## src/rtl/imm_decode_pipe.sv

```systemverilog
// Registered RV immediate decoder with a valid/ready input, a 2-entry skid buffer
// and a saturating count of delivered results.
module imm_decode_pipe #(
  parameter int XLEN  = 32,
  parameter int TAG_W = 4,
  parameter int CNT_W = 16
) (
  input  logic             clk,
  input  logic             rst_n,
  input  logic             in_valid,
  output logic             in_ready,
  input  logic [31:0]      in_instr,
  input  logic [TAG_W-1:0] in_tag,
  output logic             out_valid,
  input  logic             out_ready,
  output logic [XLEN-1:0]  out_imm,
  output logic [2:0]       out_type,
  output logic             out_illegal,
  output logic [TAG_W-1:0] out_tag,
  output logic [CNT_W-1:0] decode_count
);

  if (XLEN != 32 && XLEN != 64) begin : g_bad_xlen
    $error("imm_decode_pipe: XLEN must be 32 or 64");
  end

  localparam logic [2:0] TYPE_NONE   = 3'd0;
  localparam logic [2:0] TYPE_I      = 3'd1;
  localparam logic [2:0] TYPE_ISHIFT = 3'd2;
  localparam logic [2:0] TYPE_S      = 3'd3;
  localparam logic [2:0] TYPE_B      = 3'd4;
  localparam logic [2:0] TYPE_U      = 3'd5;
  localparam logic [2:0] TYPE_J      = 3'd6;

  typedef struct packed {
    logic [XLEN-1:0]  imm;
    logic [2:0]       ty;
    logic             illegal;
    logic [TAG_W-1:0] tag;
  } entry_t;

  entry_t           dec;
  entry_t           out_q, out_d, skid_q, skid_d;
  logic             out_valid_q, out_valid_d;
  logic             skid_valid_q, skid_valid_d;
  logic             in_ready_q;
  logic [CNT_W-1:0] count_q, count_d;
  logic [63:0]      ext;
  logic             accept, out_fire;

  // Immediates are built at 64 bits and truncated, so one decode serves both XLENs.
  // NOTE: every always_comb output gets a default first; a path that skips an
  // assignment would otherwise infer a latch.
  always_comb begin
    ext         = '0;
    dec.ty      = TYPE_NONE;
    dec.illegal = 1'b0;
    dec.tag     = in_tag;
    case (in_instr[6:0])
      7'b0010011: begin
        if (in_instr[14:12] == 3'b001 || in_instr[14:12] == 3'b101) begin
          dec.ty      = TYPE_ISHIFT;
          ext         = (XLEN == 64) ? {58'd0, in_instr[25:20]} : {59'd0, in_instr[24:20]};
          dec.illegal = (XLEN == 32) && in_instr[25];
        end else begin
          dec.ty = TYPE_I;
          ext    = {{52{in_instr[31]}}, in_instr[31:20]};
        end
      end
      7'b0000011, 7'b1100111: begin
        dec.ty = TYPE_I;
        ext    = {{52{in_instr[31]}}, in_instr[31:20]};
      end
      7'b0100011: begin
        dec.ty = TYPE_S;
        ext    = {{52{in_instr[31]}}, in_instr[31:25], in_instr[11:7]};
      end
      7'b1100011: begin
        dec.ty = TYPE_B;
        ext    = {{51{in_instr[31]}}, in_instr[31], in_instr[7], in_instr[30:25],
                  in_instr[11:8], 1'b0};
      end
      7'b0110111, 7'b0010111: begin
        dec.ty = TYPE_U;
        ext    = {{32{in_instr[31]}}, in_instr[31:12], 12'd0};
      end
      7'b1101111: begin
        dec.ty = TYPE_J;
        ext    = {{43{in_instr[31]}}, in_instr[31], in_instr[19:12], in_instr[20],
                  in_instr[30:21], 1'b0};
      end
      default: dec.illegal = 1'b1;
    endcase
    dec.imm = ext[XLEN-1:0];
  end

  assign accept   = in_valid && in_ready_q;
  assign out_fire = out_valid_q && out_ready;

  // The output slot frees when empty or draining; a held output diverts new
  // entries to the skid, which in turn refills the output before new input can.
  always_comb begin
    out_d        = out_q;
    out_valid_d  = out_valid_q;
    skid_d       = skid_q;
    skid_valid_d = skid_valid_q;
    count_d      = count_q;
    if (!out_valid_q || out_ready) begin
      if (skid_valid_q) begin
        out_d        = skid_q;
        out_valid_d  = 1'b1;
        skid_valid_d = 1'b0;
      end else if (accept) begin
        out_d       = dec;
        out_valid_d = 1'b1;
      end else begin
        out_valid_d = 1'b0;
      end
    end else if (accept) begin
      skid_d       = dec;
      skid_valid_d = 1'b1;
    end
    if (out_fire && count_q != {CNT_W{1'b1}}) count_d = count_q + 1'b1;
  end

  // NOTE: sequential state uses non-blocking assignments only, so every flop
  // samples its _d value from before the edge regardless of statement order.
  always_ff @(posedge clk or negedge rst_n) begin
    if (!rst_n) begin
      out_q        <= '0;
      out_valid_q  <= 1'b0;
      skid_q       <= '0;
      skid_valid_q <= 1'b0;
      in_ready_q   <= 1'b1;
      count_q      <= '0;
    end else begin
      out_q        <= out_d;
      out_valid_q  <= out_valid_d;
      skid_q       <= skid_d;
      skid_valid_q <= skid_valid_d;
      in_ready_q   <= !skid_valid_d;
      count_q      <= count_d;
    end
  end

  assign in_ready     = in_ready_q;
  assign out_valid    = out_valid_q;
  assign out_imm      = out_q.imm;
  assign out_type     = out_q.ty;
  assign out_illegal  = out_q.illegal;
  assign out_tag      = out_q.tag;
  assign decode_count = count_q;

endmodule

```

## config.mk

```make
export PLATFORM = sky130hd
export DESIGN_NAME = imm_decode_pipe
export DESIGN_NICKNAME = d
export VERILOG_FILES = /design/src/rtl/imm_decode_pipe.sv
export SDC_FILE = /design/constraint.sdc
export NUM_CORES = 1
export LEC_CHECK = 0
export CELL_PAD_IN_SITES_DETAIL_PLACEMENT = 2
export CELL_PAD_IN_SITES_GLOBAL_PLACEMENT = 2
export CORE_MARGIN = 2
export CORE_UTILIZATION = 34
export DETAILED_ROUTE_END_ITERATION = 8
export PLACE_DENSITY_LB_ADDON = 0.1
export SLEW_MARGIN = 20
export SYNTH_ARGS = -nofsm -noshare
export SYNTH_HDL_FRONTEND = slang
export SYNTH_SLANG_ARGS = --single-unit
```

## constraint.sdc

```tcl
create_clock -name clk -period 2.6 [get_ports clk]
set_input_delay 0.52 -clock clk [delete_from_list [all_inputs] [get_ports clk]]
set_output_delay 0.52 -clock clk [all_outputs]
set_load 0.05 [all_outputs]
```

After elaboration in Yosys (flattened, before gate mapping)
Index checks and enable logic that the tools add are counted.
Word-level totals
  input bits: 40
  output and inout port bits: 58
  flip-flop bits (word level): 99
Operators by class
  reductions and logical operators: 13
  muxes and demuxes: 12
  add/subtract/negate cells: 1
  bitwise logic cells: 1
  equality and inequality tests: 11
Operator list (number)
  one-hot mux 32 bit (6 select lines): 1
  2-to-1 mux 40 bit: 2
  2-to-1 mux 32 bit: 1
  equality test 7 bit (second input constant): 3
  one-hot mux 3 bit (6 select lines): 1
  adder 16 x 1 -> 16 bit (second input constant): 1
  != test 16 bit (second input constant): 1
  equality test 7 x 5 -> 1 bit (second input constant): 2
  equality test 7 x 6 -> 1 bit (second input constant): 2
  equality test 7 x 2 -> 1 bit (second input constant): 1
  OR reduction 7 bit: 1
  2-to-1 mux 1 bit: 5
  AND reduction 2 bit: 2
  OR reduction 2 bit: 2
  equality test 3 x 1 -> 1 bit (second input constant): 1
  equality test 3 bit (second input constant): 1
  logical AND 1 bit: 3
  logical NOT 1 bit: 2
  logical OR 1 bit: 2
  2-to-1 mux 2 bit: 1
  one-hot mux 1 bit (2 select lines): 1
  nonzero test 2 bit: 1
  NOT 1 bit: 1

Logic depth before layout (Yosys ltp)
Gate-level depths: netlist (run 1).
  depth after elaboration: 6
  depth in mapped cells: 8
  gate-level depth less buffers: 6

Worst setup path before layout (run 1)
No wires, ideal clock.
  kind: flip-flop to flip-flop
  start: reg count_q[0] (netlist: decode_count[0])
  end: reg count_q[8] (netlist: decode_count[8])
  path slack: 598 ps
  path buffers: 0
  stages on the path, launching flop included: 7
  arrival: 1858 ps
  path through: dfrtp_1 > ha_1 > nand3_1 > nor3_1 > a21oi_2 > and4_1 > xor2_1
Between the ends
  cells in the longest elaborated chain, start to end: 2
  elaborated cells on any way between the ends: 3
RTL lines
  start: declaration: RTL line 47  | logic [CNT_W-1:0] count_q, count_d;
  start signal: assignment: RTL line 142  | count_q <= count_d;
  branches (longest 2 deep; another with adder 16 x 1 -> 16 bit)
Several ways; the timed one is not identified.
A chain may end at the register's enable or synchronous reset.

Worst setup path after layout (run 1)
  start: in in_instr[4]
  end: reg out_q, in the netlist out_imm[1]
Between the ends
  cells in the longest elaborated chain, start to end: 5
  elaborated cells on any way between the ends: 13
RTL lines
  start: declaration: RTL line 12  | input logic [31:0] in_instr,
  equality test 7 x 6 -> 1 bit, or another cell as far along: RTL line 59  | case (in_instr[6:0])
  OR reduction 2 bit
  one-hot mux 32 bit (6 select lines) *: RTL line 59
  2-to-1 mux 40 bit *: RTL line 113  | end else if (accept) begin
  2-to-1 mux 40 bit *: RTL line 109  | if (skid_valid_q) begin
  end signal: assignment: RTL line 137  | out_q <= out_d;
  end: declaration: RTL line 43  | entry_t out_q, out_d, skid_q, skid_d;
Mark *: on every way between the ends. The rest lies on a longest branch, timed or not. The select of a mux whose other input is x is not followed.

==> qor.txt, run 1 <==
CTS Sinks: 99
CTS max path bufs: 2
Maximum VDD drop: 350 uV
WP data arrival: 2.52 ns
Starting Density: 35.1%
First-pass GRT wire length: 25100 um
Type of destination of the critical path: register
Worst skew pair latency: 0.35 ns
Outcome: complete, no violations
Ys async rst share: 100%
Slew Limit Fails: 0
Number of global-route vias before repair: 4628
Critical Path Source Type: input port
P_leak: 2.65 nW
Row cnt: 42
Avg Cell Area, Syn: 9.66 um2
Die ar.: 14700 um2
RSZ-0062 raised after global routing: false
Worst-path fanout max: 5
Tcrit/Tclk final: 88.0%
Via count: 4139
Max-Cap Viols: 0
Worst Path Buf+Inv: 2
Crit path largest cell delay: 0.55 ns
Unique masters post-synth: 52
Die W: 121 um
Gr ovfl total: 0
Total CTS buffers: 9
Crit-path cells: clkdlybuf4s50_1 > and4b_4 > and3_4 > or2_2 > a22oi_1 > buf_4 > o211ai_1
1st-iter DRT viols: 172
Final hold viol count: 0
GRT Total Usage: 21.9%
Yosys reg bits: 99
WL/cell: 19.2 um
Power Density: 784 nW/um2
Tmin final: 2.29 ns
Kind of critical path: in -> reg
Worst Path Required: 2.84 ns
Slew @ Worst Pin: 0.780 ns
Met3 WL post-DR: 437 um
Placed Area: 6040 um2
R2R Path Start: in_ready
# nets final: 639
Post-Route WL: 14900 um
Primary FF master, synth: dfrtp_1
Hold crit path type: in -> async
Htree depth: 3
TritonRoute pass-1 iters: 4
Post-CTS setup buffers: 0
Core Area: 13300 um2
Highest routed layer: met4
Count of cells resized by post-cts repair: 0
Non-Filler Instances: 779
Slew margin rel.: 47.9%
Slowest-stage cell, CP: clkdlybuf4s50_1
IO Pins: 98
DR WL met2: 7410 um
Number of flops mapped to enable cells by yosys: 0
Syn-to-layout area delta: 35.9%
Synth Warn #: 0
CTS Hold Buffers Added: 0
Fraction of layout cells with a size suffix above 1: 13.4%
Area share of the largest cell type after synthesis: 52.4%
Hpwl dp: 10600 um
Root cell of the clock tree: clkbuf_16
Largest net degree at the start of global routing: 77
Design Area, Final: 6360 um2
Ant. Diodes: 0
Clock slew at reported path FFs: 0.07 ns
CTS tree: built
Post-DRT Antenna Nets: 0
Final Skew: 0.00941 ns
Synthesized Nets: 526
Crit path max-delay family: simple AND/OR/NAND/NOR gates
Port bufs: 97
Seq/Total Area, Yosys: 52.9%
DRC: 0
M1 WL: 6890 um
Die Ht: 121 um
Leading area contributor after synthesis: dfrtp_1
Top cells by area, synth: dfrtp_1 (52%), nand2_1 (8.6%), o21ai_0 (5.3%), o211ai_1 (3.8%), nand3b_1 (3.0%)
Post-synthesis cell area: 4680 um2
Gpl congestion: 0.806
Initial antenna violation count: 0
Number of setup violations in the final report: 0
F_max: 437 MHz
Syn Inst Count: 485
Hold_ws: 0.161 ns
Placed Instances: 763
Crit path from: in_instr[4]
Vias per cell: 5.31
-- sequential cells by signal, indices dropped and copies added, names as in the netlist, 3 cells and up --
signal / flops
out_tag: 4
decode_count: 16
out_type: 3
skid_q: 40
out_imm: 32
-- report_power, final --
group          internal, mW  total [mW]  switching [mW]  leakage [nW]
sequential             1.75        1.92           0.166          1.31
combinational         0.549        1.61            1.07          1.18
clock                 0.867        1.46           0.590         0.156
total                  3.17        4.99            1.82          2.65
-- layout by cell type, fill, tap and decap left out, drive strengths merged, types with 20 or more instances in the layout --
| cell | instances |
|---|---|
| nand3 | 25 |
| dfrtp | 98 |
| o211ai | 24 |
| a21oi | 31 |
| buf | 38 |
| nand2 | 107 |
| clkdlybuf4s50 | 96 |
| nand3b | 20 |
| o21ai | 53 |
-- layer usage --
metal / GRT usage, % / up-vias
met3: 4.28 / 15
met1: 28.1 / 2125
li1: - / 1929
met5: 0 / -
met2: 38.0 / 70
met4: 5.53 / 0
-- cells in the mapped netlist (all sizes together) (5+ instances only) --
| library cell | count |
|---|---|
| clkbuf | 22 |
| dfrtp | 98 |
| and3 | 8 |
| o21ai | 53 |
| xor2 | 5 |
| buf | 10 |
| nor3 | 7 |
| nand2 | 107 |
| a22oi | 5 |
| xnor2 | 11 |
| or3 | 5 |
| a21oi | 31 |
| nand3b | 20 |
| o211ai | 24 |
| nand3 | 25 |
-- per-stage QoR --
step	util, %	setup WS [ns]	TNS [ns]	power, mW
2_1_floorplan	-	0.598	0	2.90
3_3_place_gp	45.2	-0.215	-1.72	3.52
3_5_place_dp	45.3	-0.0470	-0.283	3.57
4_1_cts	47.7	0.314	0	5.04
5_1_grt	47.7	0.222	0	5.21
6_report	47.7	0.312	0	4.99
-- layout make-up --
class                           count  area [um2]
Clock buffer                       11         243
Clock inverter                      5        77.6
Fill cell                        1468        6990
Inverter                            4        15.0
Multi-Input combinational cell    350        2060
Sequential cell                    99        2480
Tap cell                          176         220
Timing Repair Buffer              134        1270
-- cells by family (layout without fill, tap and decap cells) --
| family | Yosys count | in the layout | synth area share (%) |
|---|---|---|---|
| XOR/XNOR | 16 | 16 | 2.99 |
| multiplexers | 8 | 8 | 1.82 |
| flip-flops | 99 | 99 | 52.9 |
| buffers and inverters | 36 | 154 | 3.50 |
| AND/OR/NAND/NOR | 201 | 201 | 22.0 |
| AO/OA/AOI/OAI | 124 | 124 | 16.5 |
| adder cells (fa/ha/maj) | 1 | 1 | 0.267 |
-- path summary, 6_finish.rpt --
path	endpoint	slack (ns)	depth (start not counted)
max reg2reg	out_imm[20]	0.53	4
max	out_imm[1]	0.31	7
min reg2reg	skid_q[20]	0.49	2
max in group asynchronous	out_imm[16]	1.67	2
min in group clk	skid_q[20]	0.49	2
min	out_imm[7]	0.16	1
Note: power is estimated with default switching activity, not from simulation.
==> run 2, diff against run 1 <==
--- a/config.mk
+++ b/config.mk
@@ -7,8 +7,8 @@
 export LEC_CHECK = 0
 export CELL_PAD_IN_SITES_DETAIL_PLACEMENT = 2
 export CELL_PAD_IN_SITES_GLOBAL_PLACEMENT = 2
-export CORE_MARGIN = 2
-export CORE_UTILIZATION = 34
+export CORE_MARGIN = 3
+export CORE_UTILIZATION = 31
 export DETAILED_ROUTE_END_ITERATION = 8
 export PLACE_DENSITY_LB_ADDON = 0.1
 export SLEW_MARGIN = 20
==> constraint.sdc (replaced) <==
create_clock -name clk -period 2.2 [get_ports clk]
set_input_delay 0.44 -clock clk [delete_from_list [all_inputs] [get_ports clk]]
set_output_delay 0.44 -clock clk [all_outputs]
set_load 0.05 [all_outputs]
==> run 2 against run 1 <==
Clock skew down 0.0062 ns. Design area up 3.0%. Sequential share of layout area down 1.1 points. Clock power up 8%. Die area up 13%. Global-route usage down 2.5 points.
==> qor.txt, run 2 (synthesis results as in run 1) <==
CTS tree: built
Clk pwr share: 27.2% (-2.0 points)
Die ar.: 16600 um2 (+13%)
Via count: 4199 (+1.4%)
Hold crit path type: reg -> reg
Psw: 2.13 mW (+17%)
Busiest grt layer: met2
TritonRoute pass-1 iters: 4 (unchanged)
Most common cell after layout, fill and taps aside: nand2_1
Row cnt: 44 (+4.8%)
Largest net degree at the start of global routing: 63 (-18%)
Biggest register: skid_q
Slew margin rel.: 57.9% (+10 points)
Commonest cells after routing, fill and taps aside: nand2_1 (107), dfrtp_1 (98), clkdlybuf4s50_1 (94)
Worst-path fanout max: 6 (+1)
Crit path largest cell delay: 0.84 ns (+0.29 ns)
Total power: 5.80 mW (+16%)
RSZ-0062 raised after global routing: false
Max-Cap Viols: 0 (unchanged)
Routing usage on met1: 25.0% (-3.1 points)
Gr ovfl total: 0 (unchanged)
Fraction of power spent switching nets: 36.7% (+0.24 points)
Maximum VDD drop: 390 uV (+11%)
P_leak: 2.76 nW (+4.1%)
Outcome: complete, no violations
Htree depth: 3 (unchanged)
Die Ht: 129 um (+6.2%)
Worst Path Buf+Inv: 1 (-1)
Met3 Use GR: 4.52% (+0.25 points)
Crit path max-delay family: buffers and inverters
Tcrit/Tclk final: 94.7%
Power Density: 886 nW/um2 (+13%)
Number of setup violations in the final report: 0 (unchanged)
WL/cell: 19.0 um (-1.1%)
IO Pins: 98 (unchanged)
GRT Total Usage: 19.4% (-2.5 points)
# nets final: 661 (+3.4%)
Worst skew pair latency: 0.35 ns (about the same)
DRC: 0 (unchanged)
Ant. Diodes: 0 (unchanged)
Port bufs: 97 (unchanged)
Fraction of layout cells with a size suffix above 1: 16.3% (+2.9 points)
GR Layer Usage met2: 33.6% (-4.3 points)
Worst Path Required: 1.76 ns (-1.08 ns)
Internal power: 3.67 mW (+16%)
Post-Route WL: 15300 um (+2.7%)
Type of destination of the critical path: output port
CTS Sinks: 99 (unchanged)
Logic pwr share: 33.9% (+1.5 points)
Syn-to-layout area delta: 39.9%
F_max: 480 MHz
Core Area: 14600 um2 (+9.7%)
Initial antenna violation count: 0 (unchanged)
Final hold viol count: 0 (unchanged)
Crit-path cells: clkdlybuf4s50_1
Max FFs per register: 40 (unchanged)
Hpwl dp: 11300 um (+6.7%)
Clock slew at reported path FFs: 0.06 ns (about the same)
Root cell of the clock tree: clkbuf_16
Slew @ Worst Pin: 0.631 ns (-0.148 ns)
Critical Path Source Type: register
Vias per cell: 5.19 (-2.3%)
Placed Area: 6210 um2 (+2.8%)
Pre-CTS setup slack: -0.333 ns (-0.286 ns)
Kind of critical path: reg -> out
WP data arrival: 1.64 ns (-0.88 ns)
Final Skew: 0.00316 ns (-0.00625 ns)
Setup_tns: 0 ns (unchanged)
Gpl congestion: 0.817 (+1.4%)
Die W: 129 um (+6.2%)
Total CTS buffers: 9 (unchanged)
Sequential share of power: 38.9% (+0.4 points)
Tmin final: 2.08 ns
Slew Limit Fails: 0 (unchanged)
1st-iter DRT viols: 139 (-19%)
Design Area, Final: 6550 um2 (+3.0%)
Starting Density: 32.0% (-3.1 points)
Post-DRT Antenna Nets: 0 (unchanged)
Number of global-route vias before repair: 4656 (+0.61%)
Slowest-stage cell, CP: clkdlybuf4s50_1
Final setup margin: 0.116 ns (-0.196 ns)
First-pass GRT wire length: 25300 um (+0.80%)
CTS max path bufs: 2 (unchanged)
-- run 2: cell count changes in the layout (fill, tap and decap cells not counted), sizes merged --
| cell | delta |
|---|---|
| dlygate4sd3 | +1 |
| clkinvlp | -1 |
| clkdlybuf4s50 | -2 |
| dlymetal6s2s | +1 |
| clkbuf | +3 |
| clkinv | -1 |
| bufinv | -1 |
| buf | +22 |
-- run 2: timing repair --
action                                  in CTS  in global routing
setup buffers                                0                  1
gates resized for setup                      0                  4
endpoints found under the setup margin       0                 18
hold buffers                                 1                  0
endpoints found under the hold margin       15                  0
-- run 2: routing by layer --
layer	up-vias	wire length (um)
met5	-	0
met4	0	183
met3	11	562
met2	71	7700
met1	2149	6900
li1	1968	-
-- run 2: power groups by stage --
stage | sequential (mW) | combinational (mW) | clock (mW)
2_1_floorplan | 2.95 | 0.476 | 0
3_3_place_gp | 2.28 | 1.92 | 0
3_5_place_dp | 2.29 | 1.97 | 0
4_1_cts | 2.26 | 1.98 | 1.63
5_1_grt | 2.30 | 2.09 | 1.71
6_report | 2.26 | 1.97 | 1.58
-- run 2: cell type report --
type | count | area [um2]
clock inverters | 2 | 35.0
fillers | 1578 | 8090
well taps | 184 | 230
multi-input cells | 350 | 2080
inverters | 4 | 15.0
flip-flops and latches | 99 | 2480
clock buffers | 14 | 254
repair buffers | 156 | 1460
-- run 2: final timing paths --
| path | from | endpoint | slack, ns | depth (start not counted) |
|---|---|---|---|---|
| worst max register to register | in_ready | out_imm[19] | 0.26 | 5 |
| worst min-delay path | skid_q[22] | skid_q[22] | 0.48 | 2 |
| worst min register to register | skid_q[22] | skid_q[22] | 0.48 | 2 |
| worst max-delay path | decode_count[3] | decode_count[3] | 0.12 | 1 |
| max in group asynchronous | rst_n | in_ready | 1.12 | 3 |
| min in group asynchronous | rst_n | out_imm[7] | 0.51 | 2 |
-- run 2: metrics by stage --
stage / util (%) / instances / hold WS (ns)
3_5_place_dp: 42.4 / 791 / 0.336
3_3_place_gp: 42.4 / 791 / 0.335
5_1_grt: 44.7 / 809 / 0.511
4_1_cts: 44.5 / 808 / 0.485
2_1_floorplan: - / 485 / 0.144
6_report: 44.7 / 809 / 0.483
==> run 3, diff against run 2 <==
--- a/config.mk
+++ b/config.mk
@@ -5,10 +5,10 @@
 export SDC_FILE = /design/constraint.sdc
 export NUM_CORES = 1
 export LEC_CHECK = 0
-export CELL_PAD_IN_SITES_DETAIL_PLACEMENT = 2
-export CELL_PAD_IN_SITES_GLOBAL_PLACEMENT = 2
+export CELL_PAD_IN_SITES_DETAIL_PLACEMENT = 1
+export CELL_PAD_IN_SITES_GLOBAL_PLACEMENT = 1
 export CORE_MARGIN = 3
-export CORE_UTILIZATION = 31
+export CORE_UTILIZATION = 39
 export DETAILED_ROUTE_END_ITERATION = 8
 export PLACE_DENSITY_LB_ADDON = 0.1
 export SLEW_MARGIN = 20
==> run 3 against run 2 <==
Final cell count shrank 5.6%. Die area shrank 20%. Maximum frequency shrank 1.9%. Sequential share of layout area grew 0.59 points. Worst setup slack lost 0.040 ns. Sequential power is essentially flat. Flip-flop and latch count is the same. Utilization grew 11 points. Critical path depth grew 7. Largest power group unchanged.
==> qor.txt, run 3 (synthesis results as in run 1) <==
Die Ht: 116 um (-10%)
FF+latch area: 2480 um2 (unchanged)
Maximum VDD drop: 426 uV (+9.2%)
Largest net degree at the start of global routing: 55 (-13%)
Power Density: 872 nW/um2 (-1.5%)
DRC: 0 (unchanged)
Outcome: complete, no violations
Die ar.: 13400 um2 (-20%)
Final Skew: 0.00374 ns (+0.000583 ns)
IO Pins: 98 (unchanged)
Reg2Reg Depth: 4 (-1)
Hold_ws: 0.0546 ns (-0.428 ns)
F_max: 471 MHz (-1.9%)
Number of global-route vias before repair: 4356 (-6.4%)
Row cnt: 39 (-11%)
Max-Cap Viols: 0 (unchanged)
Clock slew at reported path FFs: 0.06 ns (about the same)
Slew margin rel.: 48.5% (-9.4 points)
Core Area: 11600 um2 (-21%)
Number of setup violations in the final report: 0 (unchanged)
Fillers: 1323 (-16%)
Die W: 116 um (-10%)
Starting Density: 40.5% (+8.5 points)
GRT Total Usage: 21.7% (+2.3 points)
Sequential share of power: 40.0% (+1.1 points)
Fraction of layout cells with a size suffix above 1: 16.3% (-0.056 points)
Syn-to-layout area delta: 37.8%
Crit path from: in_instr[0]
Psw: 2.10 mW (-1.3%)
P_leak: 2.75 nW (-0.36%)
Hpwl dp: 9980 um (-11%)
Worst Path Required: 2.42 ns (+0.66 ns)
CTS max path bufs: 2 (unchanged)
Critical Path Source Type: input port
Final core utilization: 55.8% (+11 points)
Htree depth: 3 (unchanged)
R2R Path Start: in_ready
CTS tree: built
Gr ovfl total: 0 (unchanged)
Slew Limit Fails: 0 (unchanged)
Post-CTS setup buffers: 0 (unchanged)
Internal power: 3.53 mW (-4.0%)
First-pass GRT wire length: 22500 um (-11%)
Crit path largest cell delay: 0.44 ns (-0.40 ns)
Ant. Diodes: 0 (unchanged)
Placed Area: 6190 um2 (-0.30%)
Pre-CTS setup slack: -0.292 ns (+0.0405 ns)
Vias per cell: 5.39 (+3.9%)
Port bufs: 97 (unchanged)
Kind of critical path: in -> reg
Worst-path fanout max: 4 (-2)
Multi-input logic area: 2060 um2 (-0.90%)
1st-iter DRT viols: 183 (+32%)
Root cell of the clock tree: clkbuf_16
Type of destination of the critical path: register
Gpl congestion: 0.895 (+9.5%)
Crit-path cells: clkdlybuf4s50_1 > buf_4 > and4b_4 > and3_4 > or2_2 > a22oi_1 > buf_4 > o211ai_1
Final hold viol count: 0 (unchanged)
WP data arrival: 2.34 ns (+0.70 ns)
Tcrit/Tclk final: 96.5% (+1.8 points)
RSZ-0062 raised after global routing: false
Count of cells resized by post-cts repair: 0 (unchanged)
Tmin final: 2.12 ns (+0.0402 ns)
TritonRoute pass-1 iters: 4 (unchanged)
Hold crit path type: in -> async
Via count: 4120 (-1.9%)
Slew @ Worst Pin: 0.771 ns (+0.139 ns)
Max FFs per register: 40 (unchanged)
Slowest-stage cell, CP: clkdlybuf4s50_1
Post-DRT Antenna Nets: 0 (unchanged)
Final setup margin: 0.0762 ns (-0.0402 ns)
Initial antenna violation count: 0 (unchanged)
Logic pwr share: 34.3% (+0.4 points)
CTS Hold Buffers Added: 0 (-1)
WL/cell: 18.0 um (-5.3%)
Total CTS buffers: 9 (unchanged)
Worst skew pair latency: 0.34 ns (about the same)
CTS Sinks: 99 (unchanged)
Design Area, Final: 6450 um2 (-1.5%)
Fraction of power spent switching nets: 37.4% (+0.63 points)
# nets final: 660 (-0.15%)
Most frequent CP cell: buf_4
Most common cell after layout, fill and taps aside: nand2_1
Post-Route WL: 13700 um (-11%)
Biggest register: skid_q
Total power: 5.63 mW (-3.0%)
Clk pwr share: 25.7% (-1.5 points)
Commonest cells after routing, fill and taps aside: nand2_1 (107), dfrtp_1 (98), clkdlybuf4s50_1 (94)
run 3: cell count changes in the layout (fill, tap and decap cells not counted):
cell / previous run / this run
a31oi_1: 3 / 4
a31oi_2: 1 / 0
buf_12: 4 / 5
buf_4: 56 / 55
bufinv_16: 1 / 0
clkbuf_1: 4 / 0
clkinv_2: 1 / 2
clkinvlp_4: 0 / 1
dlygate4sd3_1: 1 / 0
nand3_2: 1 / 2
nand3_4: 1 / 0
or3_1: 4 / 5
or3_4: 1 / 0
run 3: area by class of cell:
class	count	area share (%)
well taps	143	2.77
repair buffers	155	22.7
clock inverters	3	0.271
inverters	4	0.233
flip-flops and latches	99	38.4
clock buffers	10	3.70
multi-input cells	350	31.9
run 3: path summary, 6_finish.rpt:
kind | end | slack (ns)
min | skid_q[16] | 0.05
max | out_imm[3] | 0.08
min in group clk | skid_q[3] | 0.48
min reg2reg | skid_q[3] | 0.48
max reg2reg | out_imm[20] | 0.15
max in group asynchronous | out_tag[3] | 1.58
run 3: per-stage QoR:
stage,TNS (ns),instances
2_1_floorplan,0,485
3_3_place_gp,-10.31,751
3_5_place_dp,-9.82,751
4_1_cts,0,764
5_1_grt,0,764
6_report,0,764
run 3: worst max-delay path, delay by kind of cell:
family	cells	cell delay [ns]
AO/OA/AOI/OAI	2	0.40
buffers and inverters	3	0.79
AND/OR/NAND/NOR	3	0.72
run 3: routing by layer:
layer	vias up	share of wire, %	GRT usage (%)
li1	1969	-	-
met1	2043	45	29.4
met2	95	50	36.3
met3	13	3.5	2.61
met4	0	1.5	7.51
met5	-	0	0
run 3: power by group through the flow:
stage | clock network, mW | logic, mW | registers (mW)
after floorplan | 0 | 0.476 | 2.95
after global placement | 0 | 1.90 | 2.27
after detailed placement | 0 | 1.94 | 2.29
after CTS | 1.47 | 1.95 | 2.25
after global routing | 1.56 | 2.05 | 2.29
final | 1.45 | 1.93 | 2.25
